--- src/rtl/reg_file_seq_if.sv ---
// Port bundle between the operand-fetch/write-back sequencer and its environment:
// instruction handshake, register-file read/write port and ALU start/done port.
interface reg_file_seq_if;
   logic              instr_valid;
   logic              instr_ready;
   logic [8:0]        instr;

   logic              rf_rd_en;
   logic [1:0]        rf_rd0_addr;
   logic [1:0]        rf_rd1_addr;
   logic signed [8:0] rf_rd0_data;
   logic signed [8:0] rf_rd1_data;

   logic              rf_wr_en;
   logic [1:0]        rf_wr_addr;
   logic signed [8:0] rf_wr_data;

   logic [2:0]        alu_op;
   logic signed [8:0] alu_a;
   logic signed [8:0] alu_b;
   logic              alu_start;
   logic              alu_done;
   logic signed [8:0] alu_result;

   // Sequencer side: initiates every register-file and ALU transaction.
   modport master (
      input  instr_valid, instr, rf_rd0_data, rf_rd1_data, alu_done, alu_result,
      output instr_ready, rf_rd_en, rf_rd0_addr, rf_rd1_addr,
             rf_wr_en, rf_wr_addr, rf_wr_data, alu_op, alu_a, alu_b, alu_start
   );

   modport slave (
      output instr_valid, instr, rf_rd0_data, rf_rd1_data, alu_done, alu_result,
      input  instr_ready, rf_rd_en, rf_rd0_addr, rf_rd1_addr,
             rf_wr_en, rf_wr_addr, rf_wr_data, alu_op, alu_a, alu_b, alu_start
   );
endinterface

--- src/rtl/reg_file_seq.sv ---
// Operand-fetch / write-back sequencer for a 4x9-bit register file and an ALU
// with a start/done handshake; one instruction in flight at a time.
module reg_file_seq #(
   parameter int unsigned WATCHDOG_MAX = 255
) (
   input  logic                  clk,
   input  logic                  rst,
   reg_file_seq_if.master        bus,
   output logic                  busy,
   output logic                  err,
   output logic [7:0]            retired
);

   localparam int          DATA_W   = 9;
   localparam logic [2:0]  OP_NOP   = 3'b000;
   localparam logic [2:0]  OP_LI    = 3'b111;
   localparam logic [7:0]  WD_LIMIT = 8'(WATCHDOG_MAX);

   typedef enum logic [2:0] {
      S_IDLE,
      S_READ,
      S_START,
      S_WAIT,
      S_WB
   } state_t;

   function automatic logic signed [DATA_W-1:0] sext_imm(input logic [3:0] imm);
      return {{(DATA_W-4){imm[3]}}, imm};
   endfunction

   state_t                   r_state;
   logic [1:0]               r_rd;
   logic [7:0]               r_wdog;
   logic                     r_busy;
   logic                     r_err;
   logic [7:0]               r_retired;
   logic                     r_rd_en;
   logic [1:0]               r_rd0_addr;
   logic [1:0]               r_rd1_addr;
   logic                     r_wr_en;
   logic [1:0]               r_wr_addr;
   logic signed [DATA_W-1:0] r_wr_data;
   logic [2:0]               r_alu_op;
   logic signed [DATA_W-1:0] r_alu_a;
   logic signed [DATA_W-1:0] r_alu_b;
   logic                     r_alu_start;

   logic [2:0]               w_op;
   logic [1:0]               w_rd;
   logic [1:0]               w_rs;
   logic [1:0]               w_rt;

   assign w_op = bus.instr[8:6];
   assign w_rd = bus.instr[5:4];
   assign w_rs = bus.instr[3:2];
   assign w_rt = bus.instr[1:0];

   always_ff @(posedge clk or negedge rst) begin
      if (!rst) begin
         r_state     <= S_IDLE;
         r_rd        <= '0;
         r_wdog      <= '0;
         r_busy      <= 1'b0;
         r_err       <= 1'b0;
         r_retired   <= '0;
         r_rd_en     <= 1'b0;
         r_rd0_addr  <= '0;
         r_rd1_addr  <= '0;
         r_wr_en     <= 1'b0;
         r_wr_addr   <= '0;
         r_wr_data   <= '0;
         r_alu_op    <= '0;
         r_alu_a     <= '0;
         r_alu_b     <= '0;
         r_alu_start <= 1'b0;
      end else begin
         case (r_state)
            S_IDLE: begin
               if (bus.instr_valid) begin
                  r_alu_op <= w_op;
                  r_rd     <= w_rd;
                  r_busy   <= 1'b1;
                  if (w_op == OP_NOP) begin
                     r_state <= S_WB;
                  end else if (w_op == OP_LI) begin
                     // Immediate is {rs,rt}; it goes straight to write-back.
                     r_state   <= S_WB;
                     r_wr_en   <= 1'b1;
                     r_wr_addr <= w_rd;
                     r_wr_data <= sext_imm(bus.instr[3:0]);
                  end else begin
                     r_state    <= S_READ;
                     r_rd_en    <= 1'b1;
                     r_rd0_addr <= w_rs;
                     r_rd1_addr <= w_rt;
                  end
               end
            end
            S_READ: begin
               // Operands are frozen here, so rd aliasing rs/rt sees the old value.
               r_alu_a     <= bus.rf_rd0_data;
               r_alu_b     <= bus.rf_rd1_data;
               r_rd_en     <= 1'b0;
               r_alu_start <= 1'b1;
               r_state     <= S_START;
            end
            S_START: begin
               r_alu_start <= 1'b0;
               r_wdog      <= '0;
               r_state     <= S_WAIT;
            end
            S_WAIT: begin
               if (bus.alu_done) begin
                  r_wr_en   <= 1'b1;
                  r_wr_addr <= r_rd;
                  r_wr_data <= bus.alu_result;
                  r_state   <= S_WB;
               end else if (r_wdog == WD_LIMIT) begin
                  r_err   <= 1'b1;
                  r_busy  <= 1'b0;
                  r_state <= S_IDLE;
               end else begin
                  r_wdog <= r_wdog + 8'd1;
               end
            end
            S_WB: begin
               r_wr_en   <= 1'b0;
               r_retired <= r_retired + 8'd1;
               r_busy    <= 1'b0;
               r_state   <= S_IDLE;
            end
            default: begin
               r_state <= S_IDLE;
            end
         endcase
      end
   end

   // Not ready while reset is held, ready in the first cycle after release.
   assign bus.instr_ready = (r_state == S_IDLE) && rst;
   assign bus.rf_rd_en    = r_rd_en;
   assign bus.rf_rd0_addr = r_rd0_addr;
   assign bus.rf_rd1_addr = r_rd1_addr;
   assign bus.rf_wr_en    = r_wr_en;
   assign bus.rf_wr_addr  = r_wr_addr;
   assign bus.rf_wr_data  = r_wr_data;
   assign bus.alu_op      = r_alu_op;
   assign bus.alu_a       = r_alu_a;
   assign bus.alu_b       = r_alu_b;
   assign bus.alu_start   = r_alu_start;

   assign busy    = r_busy;
   assign err     = r_err;
   assign retired = r_retired;

endmodule

--- src/flat_wrapper.sv ---
// flat-port wrapper written by rule: the top's interface ports become plain ports
module reg_file_seq_flat 
#(
   parameter int unsigned WATCHDOG_MAX = 255
)
  (clk, rst, busy, err, retired, bus_instr_valid, bus_instr, bus_rf_rd0_data, bus_rf_rd1_data, bus_alu_done, bus_alu_result, bus_instr_ready, bus_rf_rd_en, bus_rf_rd0_addr, bus_rf_rd1_addr, bus_rf_wr_en, bus_rf_wr_addr, bus_rf_wr_data, bus_alu_op, bus_alu_a, bus_alu_b, bus_alu_start);
  reg_file_seq_if bus_i ();
  input  logic clk;
  input  logic rst;
  output logic busy;
  output logic err;
  output logic [7:0] retired;
  input wire logic [$bits(bus_i.instr_valid)-1:0] bus_instr_valid;
  input wire logic [$bits(bus_i.instr)-1:0] bus_instr;
  input wire logic [$bits(bus_i.rf_rd0_data)-1:0] bus_rf_rd0_data;
  input wire logic [$bits(bus_i.rf_rd1_data)-1:0] bus_rf_rd1_data;
  input wire logic [$bits(bus_i.alu_done)-1:0] bus_alu_done;
  input wire logic [$bits(bus_i.alu_result)-1:0] bus_alu_result;
  output wire logic [$bits(bus_i.instr_ready)-1:0] bus_instr_ready;
  output wire logic [$bits(bus_i.rf_rd_en)-1:0] bus_rf_rd_en;
  output wire logic [$bits(bus_i.rf_rd0_addr)-1:0] bus_rf_rd0_addr;
  output wire logic [$bits(bus_i.rf_rd1_addr)-1:0] bus_rf_rd1_addr;
  output wire logic [$bits(bus_i.rf_wr_en)-1:0] bus_rf_wr_en;
  output wire logic [$bits(bus_i.rf_wr_addr)-1:0] bus_rf_wr_addr;
  output wire logic [$bits(bus_i.rf_wr_data)-1:0] bus_rf_wr_data;
  output wire logic [$bits(bus_i.alu_op)-1:0] bus_alu_op;
  output wire logic [$bits(bus_i.alu_a)-1:0] bus_alu_a;
  output wire logic [$bits(bus_i.alu_b)-1:0] bus_alu_b;
  output wire logic [$bits(bus_i.alu_start)-1:0] bus_alu_start;
  assign bus_i.instr_valid = bus_instr_valid;
  assign bus_i.instr = bus_instr;
  assign bus_i.rf_rd0_data = bus_rf_rd0_data;
  assign bus_i.rf_rd1_data = bus_rf_rd1_data;
  assign bus_i.alu_done = bus_alu_done;
  assign bus_i.alu_result = bus_alu_result;
  assign bus_instr_ready = bus_i.instr_ready;
  assign bus_rf_rd_en = bus_i.rf_rd_en;
  assign bus_rf_rd0_addr = bus_i.rf_rd0_addr;
  assign bus_rf_rd1_addr = bus_i.rf_rd1_addr;
  assign bus_rf_wr_en = bus_i.rf_wr_en;
  assign bus_rf_wr_addr = bus_i.rf_wr_addr;
  assign bus_rf_wr_data = bus_i.rf_wr_data;
  assign bus_alu_op = bus_i.alu_op;
  assign bus_alu_a = bus_i.alu_a;
  assign bus_alu_b = bus_i.alu_b;
  assign bus_alu_start = bus_i.alu_start;
  reg_file_seq #(.WATCHDOG_MAX(WATCHDOG_MAX)) u_core (.clk(clk), .rst(rst), .bus(bus_i), .busy(busy), .err(err), .retired(retired));
endmodule
--- config.mk ---
export PLATFORM = sky130hd
export DESIGN_NAME = reg_file_seq_flat
export DESIGN_NICKNAME = d
export VERILOG_FILES = /design/src/rtl/reg_file_seq_if.sv /design/src/rtl/reg_file_seq.sv /design/src/flat_wrapper.sv
export SDC_FILE = /design/constraint.sdc
export NUM_CORES = 1
export LEC_CHECK = 0
export ABC_AREA = 0
export ABC_CLOCK_PERIOD_IN_PS = 2900
export CAP_MARGIN = 20
export CORE_UTILIZATION = 49
export DETAILED_ROUTE_END_ITERATION = 8
export PLACE_DENSITY = 0.84
export SLEW_MARGIN = 40
export SYNTH_ARGS = -nofsm -noshare
export SYNTH_HDL_FRONTEND = slang
export SYNTH_SLANG_ARGS = --single-unit
--- constraint.sdc ---
create_clock -name clk -period 2.9 [get_ports clk]
set_clock_uncertainty 0.05 [all_clocks]
set_input_delay 0.58 -clock clk [delete_from_list [all_inputs] [get_ports clk]]
set_output_delay 0.58 -clock clk [all_outputs]
set_load 0.05 [all_outputs]
### Word level (Yosys, flattened, before mapping)

Cells that the tools add are included.

| word-level totals | value |
|---|---|
| bits in registers | 62 |
| bits of input ports | 40 |
| output and inout port bits | 50 |
| logic and storage cells | 86 |

| cells by class | value |
|---|---|
| add/sub/neg operators | 2 |
| eq/ne operators | 15 |
| mux-type cells | 33 |
| bitwise gates (word level) | 3 |
| reduce and logical (&&, ||, !) cells | 17 |

Operators by type and width:

| operator | number |
|---|---|
| 9-bit 2-to-1 mux | 4 |
| 9-bit one-hot mux with 2 select lines | 1 |
| 8-bit by 1-bit adder with 8-bit output (second input constant) | 2 |
| 8-bit 2-to-1 mux | 2 |
| 8-bit one-hot mux with 2 select lines | 1 |
| 3-bit 2-to-1 mux | 5 |
| 2-bit inequality test (second input constant) | 6 |
| 3-bit one-hot mux with 4 select lines | 1 |
| 4-bit AND reduction | 3 |
| 1-bit 2-to-1 mux | 10 |
| 5-bit AND reduction | 2 |
| 8-bit equality test (second input constant) | 1 |
| 2-bit 2-to-1 mux | 4 |
| 2-bit nonzero test | 4 |
| 3-bit by 2-bit equality test with 1-bit output (second input constant) | 2 |
| 3-bit equality test (second input constant) | 2 |
| 3-bit zero test | 2 |
| 1-bit one-hot mux with 3 select lines | 2 |
| 3-bit AND reduction | 2 |
| 2-bit by 1-bit inequality test with 1-bit output (second input constant) | 2 |
| 1-bit one-hot mux with 2 select lines | 2 |
| 2-bit one-hot mux with 2 select lines | 1 |
| 2-bit AND reduction | 2 |
| 3-bit by 1-bit equality test with 1-bit output (second input constant) | 1 |
| 4 further kinds | 6 |

### Longest topological paths before layout

Gate-level depths: netlist of the first run.

| logic depth | value |
|---|---|
| word-level depth | 5 |
| mapped depth | 7 |
| mapped depth without buffers | 5 |

### Worst setup path before layout of the first run

No wires, ideal clock.

| path | value |
|---|---|
| path kind | register -> output |
| from | reg u_core.r_state[0] |
| to | out bus_instr_ready |
| data arrival time | 1.301 ns |
| required time | 2.270 ns |
| path slack | 0.969 ns |
| cell stages (with the launch flop) | 5 |
| buffers on the path | 2 |
| path through | dfrtp_1 -> buf_2 -> buf_4 -> nor3_1 -> and2_1 |

| on the way | value |
|---|---|
| cells in the longest elaborated chain, start to end | 2 |

RTL lines:

| what | line | source |
|---|---|---|
| from (decl) | reg_file_seq.sv:31 | `state_t r_state;` |
| from (signal assigned) | reg_file_seq.sv:60 | `r_state <= S_IDLE;` |
| from (signal assigned) | reg_file_seq.sv:84 | `r_state <= S_WB;` |
| from (signal assigned) | reg_file_seq.sv:87 | `r_state <= S_WB;` |
| 3-bit zero test | reg_file_seq.sv:140 | `assign bus.instr_ready = (r_state == S_IDLE) && rst;` |
| 1-bit logical AND | reg_file_seq.sv:140 |  |
| to (decl) | flat_wrapper.sv:19 | `output wire logic [$bits(bus_i.instr_ready)-1:0] bus_instr_ready;` |

Every way passes these cells.

### Worst setup path in the final report of the first run

| path | value |
|---|---|
| from | reg u_core.r_state[1] |
| to | out bus_instr_ready |

The elaborated chain is that of the path after synthesis.

==> impl_metrics.json, run 1 <==
{
  "ys_seq_area_share_pct": 56.0,
  "gr-total-overflow": 0,
  "path_clk_slew_ns": 0.06,
  "crit_start": "u_core.r_state[1]$_DFFE_PN0P_",
  "routed_via_density": 5.30,
  "min_period_ns": 2.27,
  "routedWlPerCell_um": 15.0,
  "hp-class": "in2async",
  "drc": 0,
  "leakage_nw": 1.66,
  "drtPass1Iterations": 6,
  "outcome": "complete, no violations",
  "clockBufferDepth": 2,
  "power_frac_comb_pct": 54.5,
  "synth_top_family_by_area": "multiplexers",
  "tightest_slew_ns": 0.587,
  "cts.sinks": 62,
  "hpwl_um": 4130,
  "avgSynthCellArea_um2": 12.7,
  "insertion_delay_ns": 0.32,
  "die_w_um": 77.2,
  "timing.rr.start": "u_core.r_state[1]$_DFFE_PN0P_",
  "synth_compound_area_share_pct": 8.48,
  "core_area_mm2": 0.00547,
  "max-slew-margin-rel_pct": 60.5,
  "synthAdderAreaFrac_pct": 0.903,
  "drive_gt1_share_pct": 18.0,
  "multi_input_area_mm2": 0.00112,
  "cts_setup_buffers": 0,
  "synth_mux_area_share_pct": 18.0,
  "globalplace.congestion": 0.790,
  "clockPowerShare_pct": 14.9,
  "path_class": "reg2out",
  "initial_core_util_pct": 50.7,
  "synth_common_cells": "dfrtp_1 (62), mux2_2 (32), a21oi_1 (15)",
  "post-synth-top-area-cell": "dfrtp_1",
  "synth_xor_area_share_pct": 2.21,
  "die-area_mm2": 0.00596,
  "final-instance-count-excl-fill": 389,
  "powerDensity_mw_per_mm2": 1260,
  "areaGrowthSynthToFinish_pct": 41.6,
  "antenna_found_initial": 0,
  "rsz0062_at_grt": "false",
  "grt_first_pass_wirelength_um": 9800,
  "cts_tree": "done",
  "holdBufCountCts": 0,
  "dp_cells": 375,
  "hold_viol": 0,
  "synth.top_cell.area_share_pct": 56.0,
  "fin_tns_setup_ns": 0,
  "routed_wl_um": 5840,
  "pin_count": 90,
  "pwr-share-seq_pct": 30.6,
  "fin_crit_sh_pct": 78.4,
  "grt_max_degree": 63,
  "p_sw_share_pct": 45.1,
  "port_buffers": 89,
  "synthArstFlopShare_pct": 100,
  "syn-cell-area_mm2": 0.00277,
  "ys_types": 45,
  "worstPathRequired_ns": 2.27,
  "synth_edf_count": 0,
  "critPathMaxFanout": 14,
  "cts_made_buffers": 9,
  "crit_path_start_kind": "register",
  "cap_violations": 0,
  "finalNetCount": 356,
  "ff_latch_area_mm2": 0.00155,
  "syn_nets": 260,
  "num-fill-cells": 420,
  "setup_violations": 0,
  "worstRegToRegCells": 5,
  "fmax_ghz": 0.440,
  "htree_levels": 3,
  "synth_most_common_cell": "dfrtp_1",
  "crit_arrival_ns": 1.64,
  "utilization_pct": 71.7,
  "grt_usage_pct": 21.1,
  "grt_pass1_vias": 2082,
  "drt_iter0_markers": 107,
  "place_ws_ns": 0.422,
  "synthSimpleGateAreaFrac_pct": 10.9,
  "antennaDiodeCount": 0,
  "synth_area_leaders": "dfrtp_1 (56%), mux2_2 (13%), a21oi_1 (2.7%), mux2i_1 (2.5%), mux2_1 (2.4%)",
  "drv_slew": 0,
  "synth_seq_cells": 62,
  "switching_power_mw": 2.23,
  "rrSetupSlack_ns": 0.79,
  "syn_inst": 218,
  "drtAntennaViolNets": 0,
  "intPower_mw": 2.71,
  "cts-root-buf": "clkbuf_8",
  "vias": 2062,
  "ys_warn_count": 0,
  "p_total_mw": 4.94,
  "die_h_um": 77.2,
  "rows": 27,
  "irDropWorstVdd_uv": 820,
  "fin_ws_ns": 0.625,
  "cts_resized": 0,
  "cp-end-kind": "output port",
  "synth_ff_type": "dfrtp_1"
}
==> sequential cells by signal, summed over array words and instances (netlist names) <==
| name | count |
|---|---|
| u_core.bus.rf_rd1_addr | 2 |
| u_core.retired | 8 |
| u_core.r_rd | 2 |
| u_core.r_state | 3 |
| u_core.bus.alu_op | 3 |
| u_core.bus.rf_rd_en | 1 |
| u_core.bus.rf_wr_data | 9 |
| u_core.bus.alu_start | 1 |
| u_core.busy | 1 |
| u_core.bus.rf_rd0_addr | 2 |
| u_core.bus.alu_b | 9 |
| u_core.r_wdog | 8 |
| u_core.bus.alu_a | 9 |
| u_core.bus.rf_wr_en | 1 |
| u_core.bus.rf_wr_addr | 2 |
| u_core.err | 1 |
==> routing by layer <==
layer	GRT usage, %	wire [um]
met1	28.2	2570
met2	31.4	2770
met3	7.26	410
met4	8.49	91
met5	0	0
==> worst max-delay path, stage by stage, from the launching register on <==
cell and delay (ns):
dfrtp_1 0.59, nor3_1 0.36, and2_1 0.23, buf_12 0.15
==> cells in the final DEF (no fill, tap or decap), drive strengths merged, types with 2 or more instances in the layout <==
cell           count
clkdlybuf4s50     87
dfrtp             62
mux2              38
a21oi             16
clkbuf            13
inv                9
nand2              7
mux2i              7
o21ai              7
buf                7
nor2               6
nand4              5
nand3              5
xnor2              5
and2               4
nor3               3
a31oi              3
nor2b              3
and3               2
xor2               2
nor4               2
a21o               2
ha                 2
nor3b              2
==> power by group through the flow <==
stage | clock, mW | combinational [mW] | sequential [mW]
final | 0.734 | 2.70 | 1.51
after global routing | 0.792 | 2.83 | 1.57
after CTS | 0.746 | 2.72 | 1.51
after detailed placement | 0 | 2.71 | 1.52
after global placement | 0 | 2.66 | 1.51
after floorplan | 0 | 0.845 | 2.51
==> cells by family after synthesis <==
group | Yosys count
xor+xnor | 7
simple gates | 46
fa+ha+maj | 2
buf+inv | 18
flops | 62
compound gates | 38
mux | 45
==> metrics by stage <==
stage	instance area (um2)	hold WS, ns
4_1_cts	3920	0.416
5_1_grt	3930	0.350
2_1_floorplan	2770	0.234
6_report	3930	0.298
3_3_place_gp	3730	0.398
3_5_place_dp	3730	0.399
==> cell type report <==
cell class | count | share of cell area [%]
clock buffers | 13 | 4.05
clock inverters | 1 | 0.765
inverters | 9 | 0.861
well taps | 72 | 2.30
multi-input cells | 138 | 28.6
repair buffers | 94 | 23.9
flip-flops and latches | 62 | 39.5
==> worst paths after layout <==
kind	end
worst max register to register	u_core.bus.rf_wr_data[3]$_DFFE_PN0P_
min in group clk	u_core.err$_DFFE_PN0P_
worst min-delay path	u_core.retired[2]$_DFFE_PN0N_
worst min register to register	u_core.err$_DFFE_PN0P_
worst max-delay path	bus_instr_ready
max in group asynchronous	u_core.bus.alu_a[0]$_DFFE_PN0P_
No activity file was read; power rests on OpenSTA's default activity.
==> inputs of run 2 (changes only) <==
--- a/config.mk
+++ b/config.mk
@@ -6,11 +6,11 @@
 export NUM_CORES = 1
 export LEC_CHECK = 0
 export ABC_AREA = 0
-export ABC_CLOCK_PERIOD_IN_PS = 2900
+export ABC_CLOCK_PERIOD_IN_PS = 2100
 export CAP_MARGIN = 20
-export CORE_UTILIZATION = 49
+export CORE_UTILIZATION = 46
 export DETAILED_ROUTE_END_ITERATION = 8
-export PLACE_DENSITY = 0.84
+export PLACE_DENSITY = 0.8
 export SLEW_MARGIN = 40
 export SYNTH_ARGS = -nofsm -noshare
 export SYNTH_HDL_FRONTEND = slang
==> constraint.sdc (replaced) <==
create_clock -name clk -period 2.1 [get_ports clk]
set_clock_uncertainty 0.05 [all_clocks]
set_input_delay 0.42 -clock clk [delete_from_list [all_inputs] [get_ports clk]]
set_output_delay 0.42 -clock clk [all_outputs]
set_load 0.05 [all_outputs]
==> run 2 against run 1 <==
  * Routed wire length up 7.8%
  * Via count is 0.97% higher
  * Total power up 38%
  * Core utilization is 1.4 points lower
  * Clock-buffer cell count fell by 1
  * Clock power is 20% higher
  * Sequential share of layout area decreased by 0.41 points
  * Critical path type unchanged
  * Largest cell class unchanged
  * Highest routed layer unchanged
==> impl_metrics.json, run 2 (synthesis results as in run 1) <==
{
  "dpl_cell_area_mm2": 0.00380,
  "cpLargestDelayFamily": "buffers and inverters",
  "antenna_found_initial": 0,
  "gr-total-overflow": 0,
  "routed_via_density": 5.24,
  "outcome": "complete, no violations",
  "core_area_mm2": 0.00564,
  "rows": 27,
  "antennaDiodeCount": 0,
  "drt_iter0_markers": 105,
  "die_w_um": 79.6,
  "tightest_slew_ns": 0.555,
  "pin_count": 90,
  "fmax_ghz": 0.486,
  "crit_slowest_cell": "clkdlybuf4s50_1",
  "rsz0062_at_grt": "false",
  "cts_tree": "done",
  "path_cells": "clkdlybuf4s50_1",
  "crit_buf_inv": 1,
  "insertion_delay_ns": 0.33,
  "die-area_mm2": 0.00634,
  "leakage_nw": 1.69,
  "die_h_um": 79.6,
  "powerDensity_mw_per_mm2": 1720,
  "hpwl_um": 4560,
  "max-slew-margin-rel_pct": 63.0,
  "crit_path_start_kind": "register",
  "grt_first_pass_wirelength_um": 10600,
  "areaGrowthSynthToFinish_pct": 43.1,
  "grt_max_degree": 63,
  "hp-class": "in2async",
  "final_common_cell": "clkdlybuf4s50_1",
  "cts-root-buf": "clkbuf_8",
  "grt_pass1_vias": 2219,
  "htree_levels": 3,
  "critPathMaxFanout": 5,
  "clockBufferDepth": 2,
  "layout_common_cells": "clkdlybuf4s50_1 (86), dfrtp_1 (62), mux2_2 (32)",
  "crit_arrival_ns": 1.59,
  "routed_wl_um": 6290,
  "drc": 0,
  "hold_viol": 0,
  "fin_crit_sh_pct": 98.0,
  "initial_core_util_pct": 49.1,
  "drv_slew": 0,
  "design_area_mm2": 0.00397,
  "port_buffers": 89,
  "vias": 2082,
  "min_period_ns": 2.06,
  "setup_violations": 0,
  "routedWlPerCell_um": 15.9,
  "num-fill-cells": 416,
  "drive_gt1_share_pct": 20.6,
  "cap_violations": 0,
  "rrSetupSlack_ns": 0.20,
  "path_class": "reg2out",
  "critPathMaxStageDelay_ns": 0.83,
  "finalNetCount": 364,
  "worstPathRequired_ns": 1.63,
  "timing.rr.start": "u_core.r_state[1]$_DFFE_PN0P_",
  "worstRegToRegCells": 5,
  "holdBufCountCts": 0,
  "grt_usage_pct": 22.3,
  "r2r_end": "u_core.bus.rf_wr_data[3]$_DFFE_PN0P_",
  "cts.sinks": 62,
  "irDropWorstVdd_uv": 1100,
  "cts_made_buffers": 9,
  "drtAntennaViolNets": 0,
  "drtPass1Iterations": 5,
  "globalplace.congestion": 0.793,
  "cp-end-kind": "output port",
  "utilization_pct": 70.3,
  "path_clk_slew_ns": 0.06
}
## run 2: layer usage
metal	vias up	part of all wire, %	track usage [%]
met5	-	0	0
met4	0	1.6	9.27
met3	10	6.9	6.86
met2	63	49	35.1
met1	1020	43	28.5
li1	989	-	-
## run 2: repair_timing
item,CTS,global route
setup endpoints to repair,1,0
setup buffers,0,0
resized for setup,1,0
hold endpoints to repair,0,0
## run 2: stage by stage
stage / hold WS (ns) / worst slack (ns) / TNS (ns) / cells / power (mW)
3_5_place_dp: 0.397 / -0.0193 / -0.0726 / 383 / 5.97
4_1_cts: 0.250 / 0.0449 / 0 / 397 / 6.88
2_1_floorplan: 0.0744 / 0.329 / 0 / 218 / 4.63
5_1_grt: 0.193 / 0.000778 / 0 / 397 / 7.17
6_report: 0.137 / 0.0425 / 0 / 397 / 6.82
3_3_place_gp: 0.390 / 0.0304 / 0 / 383 / 5.88
## run 2: final cells by class
class                           instances  area, um2  share of cell area (%)
Timing Repair Buffer                  102       1010                    25.4
Tap cell                               72       90.1                    2.27
Inverter                                9       33.8                   0.852
Clock buffer                           12        145                    3.66
Clock inverter                          2       10.0                   0.252
Sequential cell                        62       1550                    39.1
Multi-Input combinational cell        138       1130                    28.5
## run 2: worst max-delay path by stage
| stage | startpoint | endpoint | slack [ns] | cells past startpoint |
|---|---|---|---|---|
| detailed placement | bus_instr[8] | u_core.bus.rf_wr_data[8]$_DFFE_PN0P_ | -0.02 | 6 |
| global placement | bus_instr[8] | u_core.bus.rf_wr_data[8]$_DFFE_PN0P_ | 0.03 | 6 |
| floorplan | u_core.r_state[0]$_DFFE_PN0P_ | bus_instr_ready | 0.33 | 4 |
| CTS | u_core.retired[2]$_DFFE_PN0N_ | retired[2] | 0.04 | 1 |
| global route | u_core.retired[3]$_DFFE_PN0N_ | retired[3] | 0.0008 | 1 |
| finish | u_core.retired[2]$_DFFE_PN0N_ | retired[2] | 0.04 | 1 |
## run 2: where the power goes
group	internal (mW)	total (mW)	switching, mW
clock	0.444	0.878	0.434
combinational	1.53	3.88	2.35
sequential	1.69	2.06	0.368
total	3.67	6.82	3.15
